<file path="src/rtl/fetch_bundle_queue_pkg.sv">
// Shared fetch-bundle definitions used by fetch stage 1 and the fetch bundle queue.
// One bundle = PC, FETCH_WIDTH instructions, per-slot BTB hit/prediction/target, RAS checkpoint.
package fetch_bundle_queue_pkg;

  localparam int FETCH_WIDTH = 4;
  localparam int SIZE_PC     = 32;
  localparam int INST_WIDTH  = 32;

  typedef struct packed {
    logic [SIZE_PC-1:0]             pc;
    logic [FETCH_WIDTH*INST_WIDTH-1:0] insts;
    logic [FETCH_WIDTH-1:0]         btbHit;
    logic [FETCH_WIDTH-1:0]         pred;
    logic [FETCH_WIDTH*SIZE_PC-1:0] targets;
    logic [SIZE_PC-1:0]             rasCP;
  } fetch_bundle_t;

  localparam int BUNDLE_W = $bits(fetch_bundle_t);

endpackage

</file>
<file path="src/rtl/fetch_queue_ram.sv">
// Bundle storage for the fetch bundle queue: one synchronous write port, one
// asynchronous read port. Contents are intentionally not reset.
module fetch_queue_ram
  import fetch_bundle_queue_pkg::*;
#(
  parameter int DEPTH  = 4,
  parameter int ADDR_W = 2
) (
  input  logic              clk,
  input  logic              we_i,
  input  logic [ADDR_W-1:0] waddr_i,
  input  fetch_bundle_t     wdata_i,
  input  logic [ADDR_W-1:0] raddr_i,
  output fetch_bundle_t     rdata_o
);

  fetch_bundle_t mem_q [DEPTH];

  // Write the tail entry on an accepted enqueue.
  always_ff @(posedge clk) begin
    if (we_i) begin
      mem_q[waddr_i] <= wdata_i;
    end
  end

  assign rdata_o = mem_q[raddr_i];

endmodule

</file>
<file path="src/rtl/fetch_bundle_queue.sv">
// Decoupling queue between fetch stage 1 and fetch stage 2/decode. Absorbs decode
// back-pressure, raises full_o to stall fetch-1, and empties in one cycle on flush_i.
module fetch_bundle_queue
  import fetch_bundle_queue_pkg::*;
#(
  parameter int DEPTH = 4,
  localparam int CNT_W = $clog2(DEPTH + 1),
  localparam int PTR_W = (DEPTH > 1) ? $clog2(DEPTH) : 1
) (
  input  logic                              clk,
  input  logic                              reset,
  input  logic                              flush_i,
  input  logic                              enqValid_i,
  input  logic [SIZE_PC-1:0]                enqPC_i,
  input  logic [FETCH_WIDTH*INST_WIDTH-1:0] enqBundle_i,
  input  logic [FETCH_WIDTH-1:0]            enqBtbHit_i,
  input  logic [FETCH_WIDTH-1:0]            enqPred_i,
  input  logic [FETCH_WIDTH*SIZE_PC-1:0]    enqTarget_i,
  input  logic [SIZE_PC-1:0]                enqRasCP_i,
  output logic                              full_o,
  input  logic                              deqReady_i,
  output logic                              deqValid_o,
  output logic [SIZE_PC-1:0]                deqPC_o,
  output logic [FETCH_WIDTH*INST_WIDTH-1:0] deqBundle_o,
  output logic [FETCH_WIDTH-1:0]            deqBtbHit_o,
  output logic [FETCH_WIDTH-1:0]            deqPred_o,
  output logic [FETCH_WIDTH*SIZE_PC-1:0]    deqTarget_o,
  output logic [SIZE_PC-1:0]                deqRasCP_o,
  output logic [CNT_W-1:0]                  count_o
);

  logic [PTR_W-1:0] head_q, head_d;
  logic [PTR_W-1:0] tail_q, tail_d;
  logic [CNT_W-1:0] count_q, count_d;
  logic             enq_accept_s;
  logic             deq_accept_s;
  fetch_bundle_t    enq_bundle_s;
  fetch_bundle_t    head_bundle_s;

  function automatic logic [PTR_W-1:0] ptr_inc(input logic [PTR_W-1:0] ptr);
    logic [PTR_W-1:0] nxt;
    if (ptr == PTR_W'(DEPTH - 1)) begin
      nxt = {PTR_W{1'b0}};
    end else begin
      nxt = ptr + PTR_W'(1);
    end
    return nxt;
  endfunction

  // Status comes only from the registered count, so no input reaches an output combinationally.
  assign full_o     = (count_q == CNT_W'(DEPTH));
  assign deqValid_o = (count_q != {CNT_W{1'b0}});
  assign count_o    = count_q;

  assign enq_accept_s = enqValid_i & ~full_o;
  assign deq_accept_s = deqReady_i & deqValid_o;

  assign enq_bundle_s.pc      = enqPC_i;
  assign enq_bundle_s.insts   = enqBundle_i;
  assign enq_bundle_s.btbHit  = enqBtbHit_i;
  assign enq_bundle_s.pred    = enqPred_i;
  assign enq_bundle_s.targets = enqTarget_i;
  assign enq_bundle_s.rasCP   = enqRasCP_i;

  // Next-state pointers and occupancy; flush overrides any same-cycle enq/deq.
  always_comb begin
    head_d  = head_q;
    tail_d  = tail_q;
    count_d = count_q;
    if (flush_i) begin
      head_d  = {PTR_W{1'b0}};
      tail_d  = {PTR_W{1'b0}};
      count_d = {CNT_W{1'b0}};
    end else begin
      if (enq_accept_s) begin
        tail_d = ptr_inc(tail_q);
      end else begin
        tail_d = tail_q;
      end
      if (deq_accept_s) begin
        head_d = ptr_inc(head_q);
      end else begin
        head_d = head_q;
      end
      count_d = count_q + CNT_W'(enq_accept_s) - CNT_W'(deq_accept_s);
    end
  end

  // Pointer and occupancy registers.
  always_ff @(posedge clk or negedge reset) begin
    if (!reset) begin
      head_q  <= {PTR_W{1'b0}};
      tail_q  <= {PTR_W{1'b0}};
      count_q <= {CNT_W{1'b0}};
    end else begin
      head_q  <= head_d;
      tail_q  <= tail_d;
      count_q <= count_d;
    end
  end

  fetch_queue_ram #(
    .DEPTH  (DEPTH),
    .ADDR_W (PTR_W)
  ) u_ram (
    .clk     (clk),
    .we_i    (enq_accept_s & ~flush_i),
    .waddr_i (tail_q),
    .wdata_i (enq_bundle_s),
    .raddr_i (head_q),
    .rdata_o (head_bundle_s)
  );

  assign deqPC_o     = head_bundle_s.pc;
  assign deqBundle_o = head_bundle_s.insts;
  assign deqBtbHit_o = head_bundle_s.btbHit;
  assign deqPred_o   = head_bundle_s.pred;
  assign deqTarget_o = head_bundle_s.targets;
  assign deqRasCP_o  = head_bundle_s.rasCP;

endmodule

</file>
<file path="config.mk">
export PLATFORM = sky130hd
export DESIGN_NAME = fetch_bundle_queue
export DESIGN_NICKNAME = d
export VERILOG_FILES = /design/src/rtl/fetch_bundle_queue_pkg.sv /design/src/rtl/fetch_queue_ram.sv /design/src/rtl/fetch_bundle_queue.sv
export SDC_FILE = /design/constraint.sdc
export NUM_CORES = 1
export LEC_CHECK = 0
export CAP_MARGIN = 20
export CORE_UTILIZATION = 54
export CTS_CLUSTER_DIAMETER = 50
export CTS_CLUSTER_SIZE = 30
export DETAILED_ROUTE_END_ITERATION = 12
export MAX_ROUTING_LAYER = met4
export PLACE_DENSITY = 0.84
export RECOVER_POWER = 25
export SLEW_MARGIN = 25
export SYNTH_ARGS = -nofsm -noshare
export SYNTH_HDL_FRONTEND = slang
export SYNTH_SLANG_ARGS = --single-unit
</file>
<file path="constraint.sdc">
create_clock -name clk -period 10.9 [get_ports clk]
set_input_delay 2.18 -clock clk [delete_from_list [all_inputs] [get_ports clk]]
set_output_delay 2.18 -clock clk [all_outputs]
set_load 0.02 [all_outputs]
</file>
Word level (Yosys, flattened, before mapping). Memory sizes are Yosys's and may differ from the RTL's. Index checks and enable logic that the tools add are counted.

Flip-flop bits (word level): 7. Bits in latches: 0. RAM bits: 1312. Bits in read-only memories: 0. Input port bits: 333. Output and inout port bits: 333. Memories: 1.

Memory list: u_ram.mem_q (words 4, width 328, read ports 1, clocked after Yosys merged registers in 0, write ports 1, line fetch_queue_ram.sv:17) `fetch_bundle_t mem_q [DEPTH];`.

Add/subtract/negate cells: 4. Multiply operators: 0. Div/mod/pow operators: 0. $lt $le $gt $ge: 0. Equal/unequal tests: 3. Shifts and indexed selects: 0. Muxes and demuxes: 9. Bitwise logic cells: 5. Reductions and logical operators: 3.

Operator list (count): 2-bit 2-to-1 mux (6); 2-bit by 1-bit adder with 2-bit output, second input constant (2); 2-bit == test, second input constant (2); 2-bit nonzero test (2); 3-bit by 1-bit adder with 3-bit output (1); 1-bit AND (3); 3-bit == test, second input constant (1); 3-bit 2-to-1 mux (1); 3-bit nonzero test (1); 3-bit by 1-bit subtractor with 3-bit output (1); 1-bit 2-to-1 mux (2); 1-bit NOT (2).

Longest topological paths before layout. Gate-level depths: netlist of run 1.

Word-level depth: 6. Mapped depth: 9. Gate-level depth less buffers: 9.

Cells and area by module. A second synthesis of run 1 with hierarchy kept.

Cell total of the unflattened synthesis: 1755. Area, all modules: 48106.1 um2.

Modules (own cells, without submodules): fetch_queue_ram (instances 1, cells each 1717, area an instance 47719.5 um2, seq. area each 39397.8 um2); fetch_bundle_queue (instances 1, cells each 38, area an instance 386.6 um2, seq. area each 175.2 um2).

Worst setup path before layout of run 1. No wires, ideal clock.

Path kind: input to register. Start point: input port flush_i. End point: memory u_ram.mem_q[3][0] in the netlist's numbering, enable pin. Setup time: 0.732 ns. Arrival: 10.108 ns. Required time: 10.168 ns. Path slack: 0.060 ns. Stages on the path: 3. Path buffers: 1. Cell sequence: clkbuf_1 -> nor3b_1 -> and2_1.

Cells in the longest elaborated chain, start to end: 4.

Ends and longest elaborated chain: start, declared (line fetch_bundle_queue.sv:12) `input logic flush_i,`; 1-bit NOT (line fetch_bundle_queue.sv:107) `.we_i (enq_accept_s & ~flush_i),`; 1-bit AND (line fetch_bundle_queue.sv:107); 1-bit 2-to-1 mux (line fetch_queue_ram.sv:21) `if (we_i) begin`; 1-bit 2-to-1 mux (implied by the code) (line fetch_queue_ram.sv:22) `mem_q[waddr_i] <= wdata_i;`; end, declared (line fetch_queue_ram.sv:17).

Every way passes these cells.

Worst setup path after layout of run 1.
Start point: register head_q[1]. End point: output port deqTarget_o[88].

Cells in the longest elaborated chain, start to end: 1.

Ends and longest elaborated chain: start, declared (line fetch_bundle_queue.sv:32) `logic [PTR_W-1:0] head_q, head_d;`; start signal, assigned (line fetch_bundle_queue.sv:92) `head_q <= {PTR_W{1'b0}};`; memory read 4 x 328 bit; end, declared (line fetch_bundle_queue.sv:27) `output logic [FETCH_WIDTH*SIZE_PC-1:0] deqTarget_o,`.

Every way passes these cells.

==> metrics.txt, run 1 <==
status finished, final reports clean; Post-synth EDFFs 1312; cts hold-fix bufs 0; Worst Setup Slack, final about 4.6 ns; Layout Utilization about two thirds; reg2reg start count_o[1]$_DFF_PN0_; Synth Instances around 1800; WHS Path Cells 3; initial antenna violation count 59; Post-DRT Antenna Nets 0; initial core utilization between 50% and 60%; R2R Path End u_ram.mem_q[1][181]$_DFFE_PP_; Worst VDD drop between 0.2 and 0.3 mV; worst-path fanout max 72; total power approximately 13000 uW; setup TNS 0 ns; largest net degree at the start of global routing 147; slew at the pin with the worst max-slew slack 1.07 ns; PwrDens 225 mW/mm^2; # DRC 0; CP Capture Type output port; # setup viols final 0; Rel. slew slack 28.5%; Seq cells post-synth 1319; post-cts repair resize count 0; DR vias about 22000; syn avg cell area between 20 and 30 sq um; Inst Count DP roughly 3500; Main synth FF type edfxtp_1; r2r setup slk 6.81 ns; Post-Layout Cell Count 3797; sequential share of the synthesized area 82.2%; die height 301 um; initial drt markers 1944; MaxCap Viol Count 0; die width between 300 and 400 um; P_leak approximately 0.018 uW; first-pass GRT wire length around 150 mm; Int Pwr 9600 uW; router iterations before antenna repair 7; Core Rows 109; CTS tree built; syn_nets 2099; Distinct cells, synth 27; die area 0.0903 sq mm; register share of total power 44.5%; switching pwr 3800 uW; Routed WL per cell 27.9 um; worst skew pair latency 0.69 ns; Final period util 58.1%; R2R cell count 6; layout cells sized above 1 21.3%; GRT Residual Overflow 0; Hold Crit Endpoint tail_q[1]$_DFFE_PN0P_; Clk pin slew, worst setup/hold paths 0.08 ns; DP Worst Slack 4.94 ns; NumNets Final 2823; WP data arrival 4.15 ns; num ports 666; CTS H-tree lvls 3; min-delay src tail_q[1]$_DFFE_PN0P_; Yosys warnings 0; startpoint type of the worst setup path flip-flop; Clock power frac around 30%; Max Clock Skew 0.0371 ns; Total GRT Usage 23.9%; Hold Crit Class reg -> reg; crit path kind reg -> out; min cycle time layout ~6.3 ns; DR vias/cell 5.83; Core ar. 0.0884 sq mm; RSZ-0062 raised after global routing false; CTS root buf clkbuf_16; DP HPWL 63.0 mm; Async SR Flop Fraction 0.531%; Hold Violations, Final 0; mapped cell area 0.0481 sq mm; maximum clock path buffer count 3; sw frac 28.4%; combinational share of power around 26%; worst path required time between 8 and 9 ns; CTS Sinks 1319; Post-CTS Setup Bufs 0; fmax roughly 160 MHz; vias in the first global route 23500; Routed WL about 110 mm; gpl congestion around 0.81; clock buffer count from CTS 106; synth-to-layout area growth 23.8%; Filler cells approximately 5100; final slew viol count 0; Buffers on Ports 665
## power by group through the flow
stage / sequential (uW) / clock [uW] / combinational, uW
4_1_cts: 5970 / 4030 / 3500
2_1_floorplan: 6120 / 0 / 2190
3_5_place_dp: 6070 / 0 / 3450
6_report: 5960 / 3970 / 3460
3_3_place_gp: 6040 / 0 / 3400
5_1_grt: 5980 / 4210 / 3620
## state kept, by name (all words and copies together) (netlist names)
signal       count
u_ram.mem_q   1312
count_o          3
head_q           2
tail_q           2
## kinds of logic after synthesis
kind of cell / after synthesis / share of synthesized area (%)
flops: 1319 / 82.2
mux: 328 / 15.4
buf+inv: 80 / 1.87
simple gates: 15 / 0.174
fa+ha+maj: 7 / 0.198
compound gates: 6 / 0.0910
xor+xnor: 4 / 0.0728
## cell usage in the layout, fill, tap and decap left out, types with 9 or more instances in the layout
master / count
clkbuf_16: 108
clkinv_8: 12
diode_2: 58
inv_6: 25
buf_4: 14
clkdlybuf4s50_1: 462
mux4_2: 328
buf_12: 9
dlygate4sd3_1: 203
inv_8: 16
edfxtp_1: 1312
## per-layer routing
layer  vias to the layer above  routed length [um]  track usage (%)
met1                     11600               36900             27.5
met5                         -                   0                -
li1                       9227                   -                -
met4                         0                3850             9.29
met3                       202               10100             7.45
met2                      1139               55300             39.3
## worst max path at each step
stage,depth (start not counted),slack [ns],endpoint,from
2_1_floorplan,3,0.06,u_ram.mem_q[3][0]$_DFFE_PP_,flush_i
3_3_place_gp,5,4.91,u_ram.mem_q[1][179]$_DFFE_PP_,flush_i
3_5_place_dp,5,4.94,u_ram.mem_q[1][135]$_DFFE_PP_,flush_i
4_1_cts,4,4.53,deqTarget_o[88],head_q[1]$_DFFE_PN0P_
5_1_grt,4,4.40,deqBundle_o[27],head_q[1]$_DFFE_PN0P_
6_report,4,4.57,deqTarget_o[88],head_q[1]$_DFFE_PN0P_
## area by class of cell
class                      count  area [sq um]  share of cell area [%]
inverter                       5          18.8                  0.0315
clock inverter                86           945                    1.59
tap                         1165          1460                    2.45
antenna                       58           145                   0.244
multi-input combinational    360          7650                    12.9
clock buffer                 113          2720                    4.57
sequential                  1319         39600                    66.5
timing repair buffer         691          7020                    11.8
## synthesized netlist by cell type (all sizes together) (2+ instances only)
cell type	instances	area, sq um
and2	4	25.0
buf	71	865
clkbuf	4	15.0
dfrtp	7	175
edfxtp	1312	39400
ha	6	75.1
inv	5	18.8
mux4	328	7390
nor2	4	15.0
or3	2	12.5
xnor2	2	17.5
xor2	2	17.5
## per-stage QoR
| step | instance area [sq um] | hold slack (ns) |
|---|---|---|
| 2_1_floorplan | 48100 | 0.564 |
| 3_3_place_gp | 55700 | 0.596 |
| 3_5_place_dp | 55700 | 0.638 |
| 4_1_cts | 59300 | 0.719 |
| 5_1_grt | 59500 | 0.738 |
| 6_report | 59500 | 0.733 |
## worst max-delay path: stages, from the launching register on
cell and delay (ns):
dfrtp_4 0.74, buf_4 0.62, buf_4 0.87, mux4_2 0.42, clkdlybuf4s50_1 0.62
No activity file was read; power rests on OpenSTA's default activity.
==> inputs of run 2 (changes only) <==
Clock period 10.9 ns to 6.5 ns, I/O delays scaled along.
==> run 2 against run 1 <==
Effect of this change: register-to-register slack lost 3.5 ns; core utilization grew 0.43 points; worst hold slack lost 0.068 ns; setup slack lost 2.8 ns; combinational power grew 69%; critical path depth is the same; via count grew 1.6%; die area is the same; final area grew 0.63%; count of clock-buffer cells in the layout grew 4; critical path type unchanged; critical endpoint is now deqBundle_o[39]; highest routed layer unchanged.
==> metrics.txt, run 2 (synthesis gave the netlist of run 1 again) <==
status finished, final reports clean; Core ar. 0.0884 sq mm; R2R cell count 5; setup TNS 0 ns; CTS tree built; worst path required time 5.20 ns; DR vias/cell 5.90; Core Rows 109; Routed WL per cell 29.9 um; commonest non-fill, non-tap cell in the layout edfxtp_1; MaxCap Viol Count 0; die area 0.0903 sq mm; layout cells sized above 1 21.9%; WP data arrival 3.47 ns; clock buffer count from CTS around 100; WHS Path Cells 2; CTS H-tree lvls 3; synth-to-layout area growth 24.5%; post-cts repair resize count 0; RSZ-0062 raised after global routing false; worst skew pair latency 0.69 ns; initial drt markers 2300; Routed WL 114 mm; # DRC 0; P_leak 0.0187 uW; startpoint type of the worst setup path flip-flop; CP Capture Type output port; max FFs per register 1312; initial core utilization approximately 54%; die width 301 um; most frequent cells in the layout edfxtp_1, clkdlybuf4s50_1, mux4_2; Final period util 73.4%; reg2reg start count_o[1]$_DFF_PN0_; CTS root buf clkbuf_16; worst-path fanout max between 40 and 50; Post-DRT Antenna Nets 0; Hold Violations, Final 0; num ports about 670; # setup viols final 0; Most flops, register u_ram.mem_q; gpl congestion 0.814; maximum clock path buffer count 3; NumNets Final around 2800; slew at the pin with the worst max-slew slack 1.03 ns; initial antenna violation count 56; Buffers on Ports 665; vias in the first global route 23900; fmax about 210 MHz; multi-input logic area 0.00765 sq mm; largest net degree at the start of global routing 102; first-pass GRT wire length 159 mm; cts hold-fix bufs 0; router iterations before antenna repair 5; Max Clock Skew around 0.04 ns; Inst Count DP approximately 3600; DR vias 22500; min-delay src tail_q[0]$_DFFE_PN0P_; Filler cells ~5000; Total GRT Usage 25.5%; Clk pin slew, worst setup/hold paths 0.08 ns; Post-Layout Cell Count 3815; DP HPWL approximately 67 mm; Post-CTS Setup Bufs 0; Hold Crit Class reg -> reg; CTS Sinks 1319; min cycle time layout 4.77 ns; crit path kind reg -> out; Hold Worst Slack 0.665 ns; register area 0.0396 sq mm; die height 301 um; Worst VDD drop roughly 0.37 mV; GRT Residual Overflow 0; final slew viol count 0; crit path from head_q[0]$_DFFE_PN0P_; Rel. slew slack 31.6%; PwrDens 381 mW/mm^2
[run 2: per-layer routing]
layer / global-route usage (%) / up-vias / part of all wire, %
li1: - / 9256 / -
met1: 28.3 / 11800 / 34
met2: 42.0 / 1237 / 53
met3: 8.73 / 228 / 9.9
met4: 10.6 / 0 / 3.6
met5: - / - / 0
[run 2: layout make-up]
class	instances	area share, %
clock buffers	117	4.58
well taps	1165	2.43
multi-input cells	360	12.8
clock inverters	80	1.84
inverters	5	0.0313
repair buffers	712	12.1
diodes	57	0.238
flip-flops and latches	1319	66.1
[run 2: worst paths after layout]
kind | to | slack, ns
setup / recovery | deqBundle_o[39] | 1.73
hold / removal | tail_q[0]$_DFFE_PN0P_ | 0.66
setup reg to reg | u_ram.mem_q[0][23]$_DFFE_PP_ | 3.27
hold reg to reg | tail_q[0]$_DFFE_PN0P_ | 0.66
max in group asynchronous | head_q[0]$_DFFE_PN0P_ | 5.24
min in group asynchronous | count_o[1]$_DFF_PN0_ | 0.96
[run 2: metrics by stage]
stage	setup WS (ns)	instance area [sq um]	util, %	total power [uW]
floorplan	0.225	48100	-	13900
finish	1.73	59900	67.8	22800
CTS	1.60	59800	67.6	23000
detailed placement	2.22	55900	63.3	16100
global route	1.52	59900	67.8	23500
global placement	2.32	55900	63.3	15900
[run 2: worst max-delay path, stage by stage (launching register included)]
cell and delay [ns]:
dfrtp_4 0.80, buf_12 0.32, buf_12 0.36, mux4_2 0.64, clkdlybuf4s50_1 0.57
[run 2: power by group]
part / total [uW] / switching (uW) / internal, uW
registers: 10100 / 214 / 9840
logic: 5850 / 2990 / 2860
clock network: 6910 / 3330 / 3580
==> inputs of run 3 (changes only) <==
Clock period 6.5 ns to 4.8 ns, I/O delays scaled along.
==> run 3 against run 2 <==
Effect of this change: clock power is 33% higher; count of clock-buffer cells in the layout is 8 lower; die area stayed put; via count is 0.49% higher; non-clock buffer count is 21 higher; worst hold slack worse by 0.059 ns; cell count is 0.16% higher; largest cell class unchanged; highest routed layer unchanged.
==> metrics.txt, run 3 (synthesis gave the netlist of run 1 again) <==
# setup viols final 0; clock buffer count from CTS 105; register area 0.0396 sq mm; CTS tree built; Worst VDD drop ~0.47 mV; NumNets Final 2864; Hold Violations, Final 0; Routed WL per cell just under 30 um; Most flops, register u_ram.mem_q; status finished, final reports clean; DR vias between 20000 and 25000; num ports 666; largest net degree at the start of global routing 80; # DRC 0; gpl congestion 0.839; CTS H-tree lvls 3; Final period util 87.2%; most frequent cells in the layout edfxtp_1, clkdlybuf4s50_1, mux4_2; crit path kind reg -> out; die area between 0.09 and 0.1 sq mm; Hold Crit Class in -> async; initial antenna violation count 36; Post-CTS Setup Bufs 0; die height around 300 um; first-pass GRT wire length 160 mm; Filler cells ~5100; startpoint type of the worst setup path flip-flop; WP data arrival between 3 and 4 ns; CTS Sinks about 1300; final slew viol count 0; post-cts repair resize count 0; Post-DRT Antenna Nets 0; min cycle time layout 4.19 ns; worst skew pair latency 0.71 ns; CTS root buf clkbuf_16; DR vias/cell 5.92; worst path required time 3.84 ns; Buffers on Ports 665; Rel. slew slack 50.7%; P_leak 0.0188 uW; r2r setup slk 1.89 ns; initial drt markers 2276; GRT Residual Overflow 0; Inst Count DP 3582; Clk pin slew, worst setup/hold paths 0.08 ns; multi-input logic area between 0.007 and 0.008 sq mm; setup TNS 0 ns; router iterations before antenna repair 5; initial core utilization 54.4%; RSZ-0062 raised after global routing false; vias in the first global route 24000; Core Rows 109; Routed WL 112 mm; Max Clock Skew 0.0299 ns; cts hold-fix bufs 0; total power between 30000 and 40000 uW; DP HPWL approximately 71 mm; Post-Layout Cell Count between 3000 and 4000; worst-path fanout max 27; Core ar. 0.0884 sq mm; die width ~300 um; CP Capture Type output port; Total GRT Usage ~25%; maximum clock path buffer count 3; layout cells sized above 1 22.8%; synth-to-layout area growth 24.9%; PwrDens just over 500 mW/mm^2; fmax 239 MHz; max FFs per register 1312; slew at the pin with the worst max-slew slack approximately 0.74 ns; commonest non-fill, non-tap cell in the layout edfxtp_1; MaxCap Viol Count 0
## run 3: cell count changes in the layout (fill, tap and decap cells not counted), sizes merged
| cell | previous run | this run |
|---|---|---|
| clkinv | 34 | 32 |
| diode | 57 | 40 |
| dlygate4sd3 | 196 | 201 |
| clkbuf | 117 | 109 |
| clkinvlp | 6 | 12 |
| bufinv | 8 | 3 |
| clkdlybuf4s50 | 469 | 464 |
| inv | 37 | 48 |
| buf | 47 | 68 |
## run 3: final cells by class
cell class / instances / area share [%]
inverter: 5 / 0.0312
multi-input combinational: 360 / 12.7
timing repair buffer: 733 / 12.5
sequential: 1319 / 65.9
tap: 1165 / 2.43
antenna: 40 / 0.167
clock buffer: 109 / 4.43
clock inverter: 90 / 1.85
## run 3: final timing paths
path                       cells past startpoint             startpoint                            to
max                                            3  head_q[0]$_DFFE_PN0P_                deqRasCP_o[13]
min                                            1                  reset          count_o[0]$_DFF_PN0_
max reg2reg                                    5   count_o[1]$_DFF_PN0_  u_ram.mem_q[2][94]$_DFFE_PP_
min reg2reg                                    2  tail_q[0]$_DFFE_PN0P_         tail_q[0]$_DFFE_PN0P_
max in group asynchronous                      1                  reset         head_q[0]$_DFFE_PN0P_
min in group clk                               2  tail_q[0]$_DFFE_PN0P_         tail_q[0]$_DFFE_PN0P_
## run 3: routing by layer
metal	GRT usage (%)	vias up	share of wire (%)
met2	42.5	1164	53
li1	-	9305	-
met3	7.23	236	9.1
met1	29.6	11900	35
met5	-	-	0
met4	9.12	0	3.2
## run 3: report_power, final
part | internal [uW] | switching [uW]
logic | 3950 | 4080
registers | 13300 | 257
clock network | 4550 | 4610
## run 3: per-stage QoR
step                cell area, sq um  hold WS (ns)  util (%)  setup WS [ns]
finish                         60100         0.606      68.0          0.613
global route                   60100         0.587      68.0          0.435
CTS                            60000         0.484      67.9          0.494
detailed placement             56200         0.691      63.6           1.13
global placement               56200         0.585      63.6           1.23
floorplan                      48100         0.564         -          -1.14
## run 3: critical path, cell delays in order (launching register included)
cell and delay (ns):
dfrtp_4 0.73, buf_4 0.56, mux4_2 0.63, clkdlybuf4s50_1 0.57
